## src/rtl/load_extend_sequencer.sv

```systemverilog
// load_extend_sequencer
// Multi-cycle sub-word load controller. It accepts one load request, issues a
// single word-aligned read to data memory, waits for the response, then picks
// the addressed byte or halfword lane and sign- or zero-extends it to 32 bits.
// The result goes to writeback over a valid/ready handshake. Misaligned
// requests, the reserved size encoding and memory timeouts return an error
// result with zero data.
module load_extend_sequencer #(
  parameter int AW      = 32,  // byte address width
  parameter int TIMEOUT = 255  // WAIT cycles before abort, 0 disables
) (
  input  logic          clk,
  input  logic          rst,

  // Load request from the pipeline
  input  logic          req_valid,
  output logic          req_ready,
  input  logic [AW-1:0] req_addr,
  input  logic [1:0]    req_size,
  input  logic          req_signed,

  // Data memory read port
  output logic          mem_rd_valid,
  input  logic          mem_rd_ready,
  output logic [AW-1:0] mem_rd_addr,
  input  logic          mem_rsp_valid,
  input  logic [31:0]   mem_rsp_data,

  // Result to writeback
  output logic          res_valid,
  input  logic          res_ready,
  output logic [31:0]   res_data,
  output logic          res_err
);

  // ---------------------------------------------------------------------------
  // Types and constants
  // ---------------------------------------------------------------------------
  typedef enum logic [1:0] {
    S_IDLE = 2'd0,
    S_REQ  = 2'd1,
    S_WAIT = 2'd2,
    S_DONE = 2'd3
  } state_t;

  localparam logic [1:0] SIZE_BYTE = 2'b00;
  localparam logic [1:0] SIZE_HALF = 2'b01;
  localparam logic [1:0] SIZE_WORD = 2'b10;

  // Counter is wide enough to hold TIMEOUT itself, so the terminal compare
  // never sees a wrapped value.
  localparam int            CW        = (TIMEOUT < 1) ? 1 : $clog2(TIMEOUT + 1);
  localparam logic [CW-1:0] TIMEOUT_C = CW'(TIMEOUT);
  localparam bit            TIMEOUT_EN = (TIMEOUT != 0);

  // ---------------------------------------------------------------------------
  // Helper functions
  // ---------------------------------------------------------------------------

  // A request is illegal when its size is reserved or its address is not
  // naturally aligned for that size.
  function automatic logic is_illegal(input logic [1:0] size,
                                      input logic [1:0] addr_lo);
    logic bad;
    unique case (size)
      SIZE_BYTE: bad = 1'b0;
      SIZE_HALF: bad = addr_lo[0];
      SIZE_WORD: bad = (addr_lo != 2'b00);
      default:   bad = 1'b1;
    endcase
    return bad;
  endfunction

  // Select the addressed lane of a little-endian word and extend it.
  // Word loads pass through untouched; the signed flag only matters for
  // byte and halfword loads.
  function automatic logic [31:0] extend_load(input logic [31:0] word,
                                              input logic [1:0]  size,
                                              input logic [1:0]  addr_lo,
                                              input logic        sgn);
    logic [7:0]  byte_f;
    logic [15:0] half_f;
    logic [31:0] result;
    unique case (addr_lo)
      2'd0:    byte_f = word[7:0];
      2'd1:    byte_f = word[15:8];
      2'd2:    byte_f = word[23:16];
      default: byte_f = word[31:24];
    endcase
    half_f = addr_lo[1] ? word[31:16] : word[15:0];
    unique case (size)
      SIZE_BYTE: result = {{24{sgn & byte_f[7]}}, byte_f};
      SIZE_HALF: result = {{16{sgn & half_f[15]}}, half_f};
      default:   result = word;
    endcase
    return result;
  endfunction

  // ---------------------------------------------------------------------------
  // State
  // ---------------------------------------------------------------------------
  state_t        state_q;
  logic          req_ready_q;
  logic          mem_rd_valid_q;
  logic [AW-1:0] mem_rd_addr_q;
  logic          res_valid_q;
  logic [31:0]   res_data_q;
  logic          res_err_q;
  logic [CW-1:0] cnt_q;

  // Captured request attributes needed once the response arrives
  logic [1:0]    size_q;
  logic [1:0]    addr_lo_q;
  logic          signed_q;

  // Next-value helpers derived from current state and inputs
  logic [CW-1:0] cnt_d;
  logic [31:0]   ext_d;
  logic [AW-1:0] word_addr_d;
  logic          illegal_d;

  // Combinational helpers: counter increment, lane extraction, request checks.
  // NOTE: every output of an always_comb gets a value on every path, which is
  // what keeps synthesis from inferring a latch.
  always_comb begin
    cnt_d       = cnt_q + 1'b1;
    ext_d       = extend_load(mem_rsp_data, size_q, addr_lo_q, signed_q);
    word_addr_d = {req_addr[AW-1:2], 2'b00};
    illegal_d   = is_illegal(req_size, req_addr[1:0]);
  end

  // Sequencer FSM with registered handshake and result outputs.
  // NOTE: sequential state uses non-blocking assignments only, so every
  // register samples values from before the clock edge regardless of
  // statement order.
  always_ff @(posedge clk or posedge rst) begin
    if (rst) begin
      state_q        <= S_IDLE;
      req_ready_q    <= 1'b0;
      mem_rd_valid_q <= 1'b0;
      mem_rd_addr_q  <= '0;
      res_valid_q    <= 1'b0;
      res_data_q     <= '0;
      res_err_q      <= 1'b0;
      cnt_q          <= '0;
      size_q         <= SIZE_BYTE;
      addr_lo_q      <= 2'b00;
      signed_q       <= 1'b0;
    end else begin
      unique case (state_q)
        // Ready to accept; illegal requests short-circuit straight to DONE
        // without touching memory.
        S_IDLE: begin
          req_ready_q <= 1'b1;
          if (req_valid && req_ready_q) begin
            req_ready_q <= 1'b0;
            size_q      <= req_size;
            addr_lo_q   <= req_addr[1:0];
            signed_q    <= req_signed;
            if (illegal_d) begin
              res_valid_q <= 1'b1;
              res_err_q   <= 1'b1;
              res_data_q  <= '0;
              state_q     <= S_DONE;
            end else begin
              mem_rd_valid_q <= 1'b1;
              mem_rd_addr_q  <= word_addr_d;
              state_q        <= S_REQ;
            end
          end
        end

        // Read request held stable until memory takes it.
        S_REQ: begin
          if (mem_rd_ready) begin
            mem_rd_valid_q <= 1'b0;
            cnt_q          <= '0;
            state_q        <= S_WAIT;
          end
        end

        // Waiting for data; a response in the timeout cycle still wins.
        S_WAIT: begin
          if (mem_rsp_valid) begin
            res_valid_q <= 1'b1;
            res_data_q  <= ext_d;
            res_err_q   <= 1'b0;
            state_q     <= S_DONE;
          end else begin
            cnt_q <= cnt_d;
            if (TIMEOUT_EN && (cnt_d == TIMEOUT_C)) begin
              res_valid_q <= 1'b1;
              res_data_q  <= '0;
              res_err_q   <= 1'b1;
              state_q     <= S_DONE;
            end
          end
        end

        // Result held until writeback takes it. req_ready stays low during
        // the handshake cycle, so a new request is only seen back in IDLE.
        S_DONE: begin
          if (res_ready) begin
            res_valid_q <= 1'b0;
            req_ready_q <= 1'b1;
            state_q     <= S_IDLE;
          end
        end

        default: begin
          state_q <= S_IDLE;
        end
      endcase
    end
  end

  // ---------------------------------------------------------------------------
  // Outputs
  // ---------------------------------------------------------------------------
  // req_ready is forced low combinationally while rst is asserted; every
  // other output comes straight from a register.
  assign req_ready    = req_ready_q & ~rst;
  assign mem_rd_valid = mem_rd_valid_q;
  assign mem_rd_addr  = mem_rd_addr_q;
  assign res_valid    = res_valid_q;
  assign res_data     = res_data_q;
  assign res_err      = res_err_q;

  // ---------------------------------------------------------------------------
  // Interface properties
  // ---------------------------------------------------------------------------
  // Memory reads are always word aligned.
  a_rd_addr_aligned : assert property (
    @(posedge clk) disable iff (rst) mem_rd_addr[1:0] == 2'b00);

  // Only one side of the transaction is active at a time.
  a_one_phase : assert property (
    @(posedge clk) disable iff (rst)
      !(mem_rd_valid && res_valid) && !(req_ready && (mem_rd_valid || res_valid)));

  // A stalled read request keeps its address.
  a_rd_stable : assert property (
    @(posedge clk) disable iff (rst)
      (mem_rd_valid && !mem_rd_ready) |=> (mem_rd_valid && $stable(mem_rd_addr)));

  // A stalled result keeps its payload.
  a_res_stable : assert property (
    @(posedge clk) disable iff (rst)
      (res_valid && !res_ready) |=> (res_valid && $stable(res_data) && $stable(res_err)));

endmodule

```

## config.mk

```make
export PLATFORM = sky130hd
export DESIGN_NAME = load_extend_sequencer
export DESIGN_NICKNAME = d
export VERILOG_FILES = /design/src/rtl/load_extend_sequencer.sv
export SDC_FILE = /design/constraint.sdc
export NUM_CORES = 1
export LEC_CHECK = 0
export ABC_AREA = 0
export CAP_MARGIN = 25
export CORE_ASPECT_RATIO = 1.4
export CORE_UTILIZATION = 28
export DETAILED_ROUTE_END_ITERATION = 7
export GPL_ROUTABILITY_DRIVEN = 0
export GPL_TIMING_DRIVEN = 1
export RECOVER_POWER = 25
export SLEW_MARGIN = 20
export SYNTH_ARGS = -nofsm -noshare
export SYNTH_HDL_FRONTEND = slang
export SYNTH_SLANG_ARGS = --single-unit
```

## constraint.sdc

```tcl
create_clock -name clk -period 6.6 [get_ports clk]
set_clock_uncertainty 0.15 [all_clocks]
set_input_delay 1.32 -clock clk [delete_from_list [all_inputs] [get_ports clk]]
set_output_delay 1.32 -clock clk [all_outputs]
set_load 0.005 [all_outputs]
```

# ---- After elaboration in Yosys (flattened, before gate mapping)
# Index checks and enable logic that the tools add are counted.
dict set report totals {
  regBits 81
  word_cells 86
}
dict set report classes {
  n_addsub 1
  eq_ne 16
  n_mux 34
  bitwise 5
  n_reduce_logical 19
}
# operator count
set ops {}
lappend ops {{32-bit two-way mux} 4}
lappend ops {{32-bit case mux with 2 select lines} 2}
lappend ops {{8-bit case mux with 3 select lines} 1}
lappend ops {{16-bit two-way mux} 1}
lappend ops {{8-bit two-way mux} 2}
lappend ops {{8-bit case mux with 2 select lines} 1}
lappend ops {{2-bit two-way mux} 6}
lappend ops {{2-bit inequality test (second input constant)} 6}
lappend ops {{4-bit AND reduction} 3}
lappend ops {{1-bit two-way mux} 11}
lappend ops {{2-bit nonzero test} 5}
lappend ops {{8-bit by 1-bit adder with 8-bit output (second input constant)} 1}
lappend ops {{2-bit by 1-bit equality test with 1-bit output (second input constant)} 4}
lappend ops {{2-bit equality test (second input constant)} 4}
lappend ops {{8-bit equality test (second input constant)} 1}
lappend ops {{2-bit zero test} 4}
lappend ops {{2-bit case mux with 4 select lines} 1}
lappend ops {{1-bit case mux with 2 select lines} 3}
lappend ops {{1-bit case mux with 3 select lines} 2}
lappend ops {{3-bit AND reduction} 2}
lappend ops {{5-bit AND reduction} 1}
lappend ops {{2-bit AND reduction} 2}
lappend ops {{1-bit AND} 3}
lappend ops {{3-bit inequality test (second input constant)} 1}
lappend ops {{other kinds (3)} 4}

# ---- Longest topological paths before layout
# Gate-level depths: netlist of run 1.
dict set report logic_depth {
  depth_word 6
  mapped_depth 8
}

# ---- Worst setup path after synthesis of run 1
# No wires, ideal clock.
dict set report synth_timing {
  path_kind {input port to flip-flop}
  from {input port req_addr[0]}
  to {register res_data_q[16] (netlist: res_data[16])}
  setup_time_ps 66
  t_arrival_ps 2801
  setup_slack_ps 3582
  cell_stages 6
  path_buffers 1
  path_cell_list {a21oi_1 -> o21ai_1 -> nand2_1 -> o22ai_1 -> clkbuf_1 -> a22o_1}
}
dict set report synth_via {
  elab_chain_cells 4
}
# element line
set synth_rtl {}
lappend synth_rtl {{from (decl)} 18} ;# input logic [AW-1:0] req_addr,
lappend synth_rtl {{2-bit nonzero test} 68} ;# SIZE_WORD: bad = (addr_lo != 2'b00);
lappend synth_rtl {{1-bit case mux with 3 select lines *} 65} ;# unique case (size)
lappend synth_rtl {{2-bit inequality test (no line) *} n/a}
lappend synth_rtl {{4-bit AND reduction (no line) *} n/a}
lappend synth_rtl {{to (signal assigned)} 186} ;# res_data_q <= ext_d;
lappend synth_rtl {{to (decl)} 107} ;# logic [31:0] res_data_q;
# Every way passes the cells marked *; elsewhere a longest branch is shown, timed or not.
# A chain may end at the register's enable or synchronous reset.

# ---- Final worst setup path of run 1
dict set report layout_timing {
  from {input port rst}
  to {output port req_ready}
}
dict set report layout_via {
  elab_chain_cells 2
}
# element line
set layout_rtl {}
lappend layout_rtl {{from (decl)} 13} ;# input logic rst,
lappend layout_rtl {{1-bit inverter} 222} ;# assign req_ready = req_ready_q & ~rst;
lappend layout_rtl {{1-bit AND} 222}
lappend layout_rtl {{to (decl)} 17} ;# output logic req_ready,
# Every way passes these cells.

==> summary.md, run 1 <==
| Metric | Value |
|---|---|
| WP data required | about 5 ns |
| Die Width | 101 µm |
| Nets@finish | 549 |
| Crit path max-delay family | buffers and inverters |
| Critical Path End | req_ready |
| RR Startpoint | state_q[0] |
| EDFF count, synth | 0 |
| Final min period | approximately 4.0 ns |
| Max VDD drop | about 0.16 mV |
| Core Footprint | between 10000 and 15000 µm² |
| Slowest cell delay on critical path | between 0.5 and 0.6 ns |
| Post-route setup TNS | 0 ns |
| FF+latch area | between 2000 and 2500 µm² |
| Final Setup Violations | 0 |
| Syn. warnings | 0 |
| Most frequent cell after synthesis | dfrtp_1 |
| Post-Syn Area | 3860 µm² |
| CP Cell Sequence | dlygate4sd3_1 > nor2b_1 > clkdlybuf4s50_1 |
| Fillers | 1296 |
| Clock buffer depth | 2 |
| Rows | 50 |
| Critical path peak fanout | 2 |
| Unrepaired setup endpoints after global routing | no |
| Total CTS buffers | 9 |
| Multi-input gate area | about 1700 µm² |
| CP arrival | 2.52 ns |
| Hold WC Path Type | flip-flop to flip-flop |
| Buf/Inv on CP | 2 |
| DPL Wire Length | ~7700 µm |
| TritonRoute pass-1 iters | 4 |
| Ys async rst share | 1.00 |
| Die area | between 10000 and 15000 µm² |
| Synth Instances | about 330 |
| Top cell type's share of synthesized area | 0.525 |
| Initial Util | 0.288 |
| Critical path's slowest cell | dlygate4sd3_1 |
| Share of layout cells above drive strength 1 | 0.145 |
| Clock sinks | 81 |
| Post-cts hold buffer count | 0 |
| Slew Limit Fails | 0 |
| Buffers on Ports | 138 |
| Vias post-DR | 3147 |
| Area contributors post-synth | dfrtp_1 (52%), mux2_2 (13%), a22o_1 (3.9%) |
| R2R depth | 8 |
| ANT cells | 0 |
| Synth cell count leaders | dfrtp_1 (81), mux2_2 (43), o21ai_0 (25) |
| First-pass GRT wire length | between 15000 and 20000 µm |
| Post-CTS Setup Bufs | 0 |
| Tcrit/Tclk final | 0.604 |
| Vias per cell | approximately 4.8 |
| FF-to-FF setup slack | 3.98 ns |
| Critical path depth | 3 |
| Final ANT Viol Nets | 0 |
| Top cell type by total area after synthesis | dfrtp_1 |
| Cell variety after synth | 46 |
| Tot Pwr | roughly 2500 µW |
| Clock Latency Late Sink | between 0.3 and 0.4 ns |
| I/O Pins | roughly 140 |
| Max-slew headroom | 0.345 |
| Synthesized area per cell | ~12 µm² |
| Die Height | about 140 µm |
| Status | complete, no violations |
| Root buffer cell | clkbuf_16 |
| Worst slew pin tran | approximately 1 ns |
| Pwr dens | around 430 nW/µm² |
| Reg2reg end | res_data[27] |
| Grt total ovfl | 0 |
| Total global-route track usage | 0.145 |
| Final hold violations | 0 |
| Drt total wl | between 10000 and 15000 µm |
| LEAKAGE | between 0.002 and 0.0025 µW |
| Area delta synth->final | 50.6% |
| Number of global-route vias before repair | between 3k and 4k |
| Crit end category | output port |
| HP Start | res_data[0] |
| Clk slew on worst S/H paths | 0.06 ns |
| Hold path depth | 1 |
| DRC errors left | 0 |
| H-tree levels | 3 |
| Sequential area share after synthesis | 0.525 |
| Yosys reg bits | 81 |
| Synth Flop Type | dfrtp_1 |
| Resized Gates After CTS | 0 |
| Avg WL per Cell | 15.4 µm |
| Class of the most critical setup path | input pin to output port |
| Achievable frequency | about 0.25 GHz |
| Crit path launch | rst |
| CTS tree | yes |
| Initial DRC count | between 100 and 150 |
| Largest net degree at the start of global routing | 82 |
| Max_cap viols | 0 |
| Initial antenna violation count | 0 |
| Startpoint types | input pin |
final cells by class:
| cell class | instances | area share |
|---|---|---|
| repair buffers | 142 | 0.247 |
| inverters | 10 | 0.00667 |
| clock inverters | 6 | 0.0198 |
| multi-input cells | 226 | 0.300 |
| well taps | 182 | 0.0392 |
| clock buffers | 10 | 0.0394 |
| flip-flops and latches | 81 | 0.349 |
kinds of logic (layout without fill, tap and decap cells):
kind of cell	after synthesis	count (layout)	synth area share
AND/OR/NAND/NOR	68	68	0.0979
XOR/XNOR	2	2	0.00454
flip-flops	81	81	0.525
buffers and inverters	27	168	0.0292
AO/OA/AOI/OAI	102	102	0.190
adder cells (fa/ha/maj)	6	6	0.0194
other	1	2	0.000971
multiplexers	46	46	0.133
per-layer routing:
layer,GRT usage,part of all wire,up-vias
li1,-,-,1502
met1,0.158,0.40,1516
met2,0.255,0.51,116
met3,0.0451,0.066,13
met4,0.0610,0.026,0
met5,0,0,-
per-stage QoR:
| stage | setup WS (ns) | util | std cells | hold WS [ns] | instance area (µm²) |
|---|---|---|---|---|---|
| global placement | 2.48 | 0.406 | 639 | 0.324 | 5430 |
| CTS | 2.73 | 0.434 | 657 | 0.346 | 5810 |
| finish | 2.61 | 0.434 | 657 | 0.347 | 5820 |
| detailed placement | 2.69 | 0.408 | 641 | 0.328 | 5470 |
| global route | 2.59 | 0.434 | 657 | 0.365 | 5820 |
| floorplan | 3.05 | - | 334 | 0.329 | 3860 |
where the power goes:
group / internal (µW) / switching (µW) / leakage, µW
clock network: 372 / 200 / 0.000163
logic: 628 / 424 / 0.00119
registers: 694 / 169 / 0.00102
total: 1690 / 793 / 0.00238
worst min-delay path by stage:
stage	to	slack [ns]
5_1_grt	res_data[15]	0.36
2_1_floorplan	res_data[0]	0.33
6_report	res_data[0]	0.35
3_5_place_dp	res_data[2]	0.33
4_1_cts	res_data[2]	0.35
3_3_place_gp	res_data[4]	0.32
sequential cells by signal, indices dropped and copies added (netlist names):
name	count
addr_lo_q	2
cnt_q	8
mem_rd_addr	30
mem_rd_valid	1
req_ready_q	1
res_data	32
res_err	1
res_valid	1
signed_q	1
size_q	2
state_q	2
cells in the final DEF, fill, tap and decap left out, types with 2 or more instances in the layout:
master / synthesis / routed
a21boi_0: 2 / 2
a21oi_1: 11 / 11
a222oi_1: 2 / 2
a22o_1: 17 / 17
buf_4: 2 / 2
bufinv_16: 0 / 3
clkbuf_16: 0 / 9
clkdlybuf4s50_1: 0 / 137
conb_1: 1 / 2
dfrtp_1: 81 / 81
ha_1: 6 / 6
inv_1: 10 / 9
mux2_2: 43 / 43
mux2i_1: 3 / 3
nand2_1: 15 / 15
nand2b_1: 22 / 22
nand3_1: 5 / 5
nand4_1: 2 / 2
nor2_1: 5 / 5
nor2b_1: 9 / 9
o211ai_1: 2 / 2
o21ai_0: 25 / 25
o22a_1: 7 / 7
o22ai_1: 8 / 8
o2bb2ai_1: 17 / 17
o31ai_1: 2 / 2
xor2_1: 2 / 2
worst register-to-register path: stages, from the launching register on:
cell and delay [ns]:
dfrtp_1 0.39, inv_1 0.08, ha_1 0.32, a21bo_2 0.26, nor2b_1 0.20, nand2_1 0.25
o22ai_1 0.52, buf_4 0.27, a22o_1 0.15
No activity file was read; power rests on OpenSTA's default activity.
==> run 2: changes to the inputs <==
Clock period 6.6 ns to 3.4 ns, I/O delays scaled along.
==> run 2 against run 1 <==
Critical path depth unchanged. Register-to-register slack got worse by 3.2 ns. First-iteration DRC count rose by 25%. Largest cell class unchanged. Critical path type unchanged. Hold slack got worse by 0.0017 ns. Largest power group unchanged. Via count up 0.22%. Clock power rose by 65%. Sequential cell count unchanged. Global-route usage increased by 0.59 points. Sequential share of layout area rose by 0.26 points. Clock-buffer cell count did not move.
==> summary.md, run 2 (synthesis gave the netlist of run 1 again) <==
| Metric | Value |
|---|---|
| ANT cells | 0 (unchanged) |
| Vias post-DR | 3154 (+0.22%) |
| WP data required | 2.57 ns (-2.56 ns) |
| Vias per cell | 4.79 (about the same) |
| Largest net degree at the start of global routing | 52 (-37%) |
| Initial antenna violation count | 0 (unchanged) |
| Total CTS buffers | 9 (unchanged) |
| Die Height | 141 µm (unchanged) |
| Max_cap viols | 0 (unchanged) |
| Max VDD drop | 0.328 mV (+100%) |
| Post-cts hold buffer count | 0 (unchanged) |
| TritonRoute pass-1 iters | 6 (+2) |
| H-tree levels | 3 (unchanged) |
| Flop pwr share | 0.348 (about the same) |
| DRC errors left | 0 (unchanged) |
| DPL Wire Length | 7720 µm (+0.86%) |
| Core Footprint | 13400 µm² (unchanged) |
| Nets@finish | 551 (+0.36%) |
| FF-to-FF setup slack | 0.79 ns (-3.19 ns) |
| Total global-route track usage | 0.151 (+0.00587) |
| Grt total ovfl | 0 (unchanged) |
| CTS tree | yes |
| Worst slew pin tran | 1.46 ns (+0.478 ns) |
| Max-slew headroom | 0.0206 (-0.324) |
| Sw Ratio | 0.337 (+0.0179) |
| Hold path depth | 1 (unchanged) |
| Clock sinks | 81 (unchanged) |
| LEAKAGE | 0.00235 µW (-1.1%) |
| Clk slew on worst S/H paths | 0.06 ns (about the same) |
| Finished Layout Cells | 659 (+0.30%) |
| Resized Gates After CTS | 0 (unchanged) |
| Post-route setup slack | 0.698 ns (-1.92 ns) |
| Drt total wl | 10200 µm (+1.1%) |
| Area delta synth->final | 49.5% |
| CP arrival | 1.87 ns (-0.65 ns) |
| Pre-CTS WS | 0.614 ns (-2.08 ns) |
| Placed cell count | 643 (+0.31%) |
| Number of global-route vias before repair | 3352 (+3.0%) |
| Most frequent cells in the layout | clkdlybuf4s50_1 (137), dfrtp_1 (81), mux2_2 (43) |
| Startpoint types | input pin |
| Clock share of power | 0.202 (-0.028) |
| Slew Limit Fails | 0 (unchanged) |
| Achievable frequency | ~0.37 GHz |
| I/O Pins | 141 (unchanged) |
| Hold WC Path Type | flip-flop to flip-flop |
| Pwr dens | 810 nW/µm² (+89%) |
| Initial Util | 0.288 (unchanged) |
| Final hold violations | 0 (unchanged) |
| Status | complete, no violations |
| HP Start | res_data[3] |
| Finished layout cell area | 5770 µm² (-0.75%) |
| First-pass GRT wire length | 16500 µm (+2.7%) |
| Cell area after placement | 5480 µm² (+0.25%) |
| Int Pwr | 3100 µW (+83%) |
| Final min period | about 2.7 ns |
| Class of the most critical setup path | input pin to output port |
| Fillers | 1297 (+0.077%) |
| Clock buffer depth | 2 (unchanged) |
| RR Startpoint | cnt_q[0] |
| Die Width | 101 µm (unchanged) |
| Sw Pwr | 1570 µW (+98%) |
| Tcrit/Tclk final | 0.795 |
| Hold_ws | 0.346 ns (-0.00166 ns) |
| WHS Endpoint | res_data[3] |
| Rows | 50 (unchanged) |
| Share of layout cells above drive strength 1 | 0.153 (+0.00778) |
| Crit end category | output port |
| Final Setup Violations | 0 (unchanged) |
| Final ANT Viol Nets | 0 (unchanged) |
| Buffers on Ports | 138 (unchanged) |
| Post-CTS Setup Bufs | 0 (unchanged) |
| Max reg flops | 32 (unchanged) |
| Die area | 14300 µm² (unchanged) |
| Post-route setup TNS | 0 ns (unchanged) |
| R2R depth | 7 (-1) |
| Clock Latency Late Sink | 0.34 ns (about the same) |
| Unrepaired setup endpoints after global routing | no |
| Initial DRC count | 141 (+25%) |
| Commonest non-fill, non-tap cell in the layout | clkdlybuf4s50_1 |
| Reg2reg end | res_data[17] |
| Logic pwr share | 0.450 (+0.027) |
| Root buffer cell | clkbuf_16 |
| Avg WL per Cell | 15.5 µm (+0.84%) |
| Critical path peak fanout | 2 (unchanged) |
[run 2: worst max path at each step]
stage | from | endpoint | slack [ns]
after floorplan | rst | addr_lo_q[0] | 0.49
after global placement | mem_rsp_data[15] | res_data[30] | 0.27
after detailed placement | mem_rsp_data[15] | res_data[24] | 0.61
after CTS | rst | req_ready | 0.81
after global routing | rst | req_ready | 0.66
final | rst | req_ready | 0.70
[run 2: power groups by stage]
stage	registers (µW)	logic, µW	clock network (µW)
6_report	1630	2100	942
5_1_grt	1680	2310	1010
4_1_cts	1630	2130	979
3_5_place_dp	1650	2120	0
3_3_place_gp	1630	2090	0
2_1_floorplan	1590	1120	0
[run 2: area by class of cell]
type	instances	area, µm²	area share
flip-flops and latches	81	2030	0.351
multi-input cells	226	1750	0.303
repair buffers	144	1440	0.249
clock buffers	10	239	0.0414
well taps	182	228	0.0395
clock inverters	6	51.3	0.00889
inverters	10	38.8	0.00672
[run 2: worst max-delay path: stages]
cell and delay, ns:
dlygate4sd3_1 0.56, nor2b_1 0.12, clkdlybuf4s50_1 0.50
[run 2: metrics by stage]
| stage | total power, µW | util |
|---|---|---|
| after CTS | 4750 | 0.431 |
| final | 4670 | 0.431 |
| after global routing | 5000 | 0.431 |
| after global placement | 3720 | 0.409 |
| after detailed placement | 3760 | 0.409 |
| after floorplan | 2710 | - |
[run 2: metal layers]
layer / GRT usage / vias up / share of wire
met2: 0.266 / 111 / 0.52
met5: 0 / - / 0
met4: 0.0648 / 0 / 0.024
li1: - / 1502 / -
met1: 0.160 / 1525 / 0.39
met3: 0.0540 / 16 / 0.069
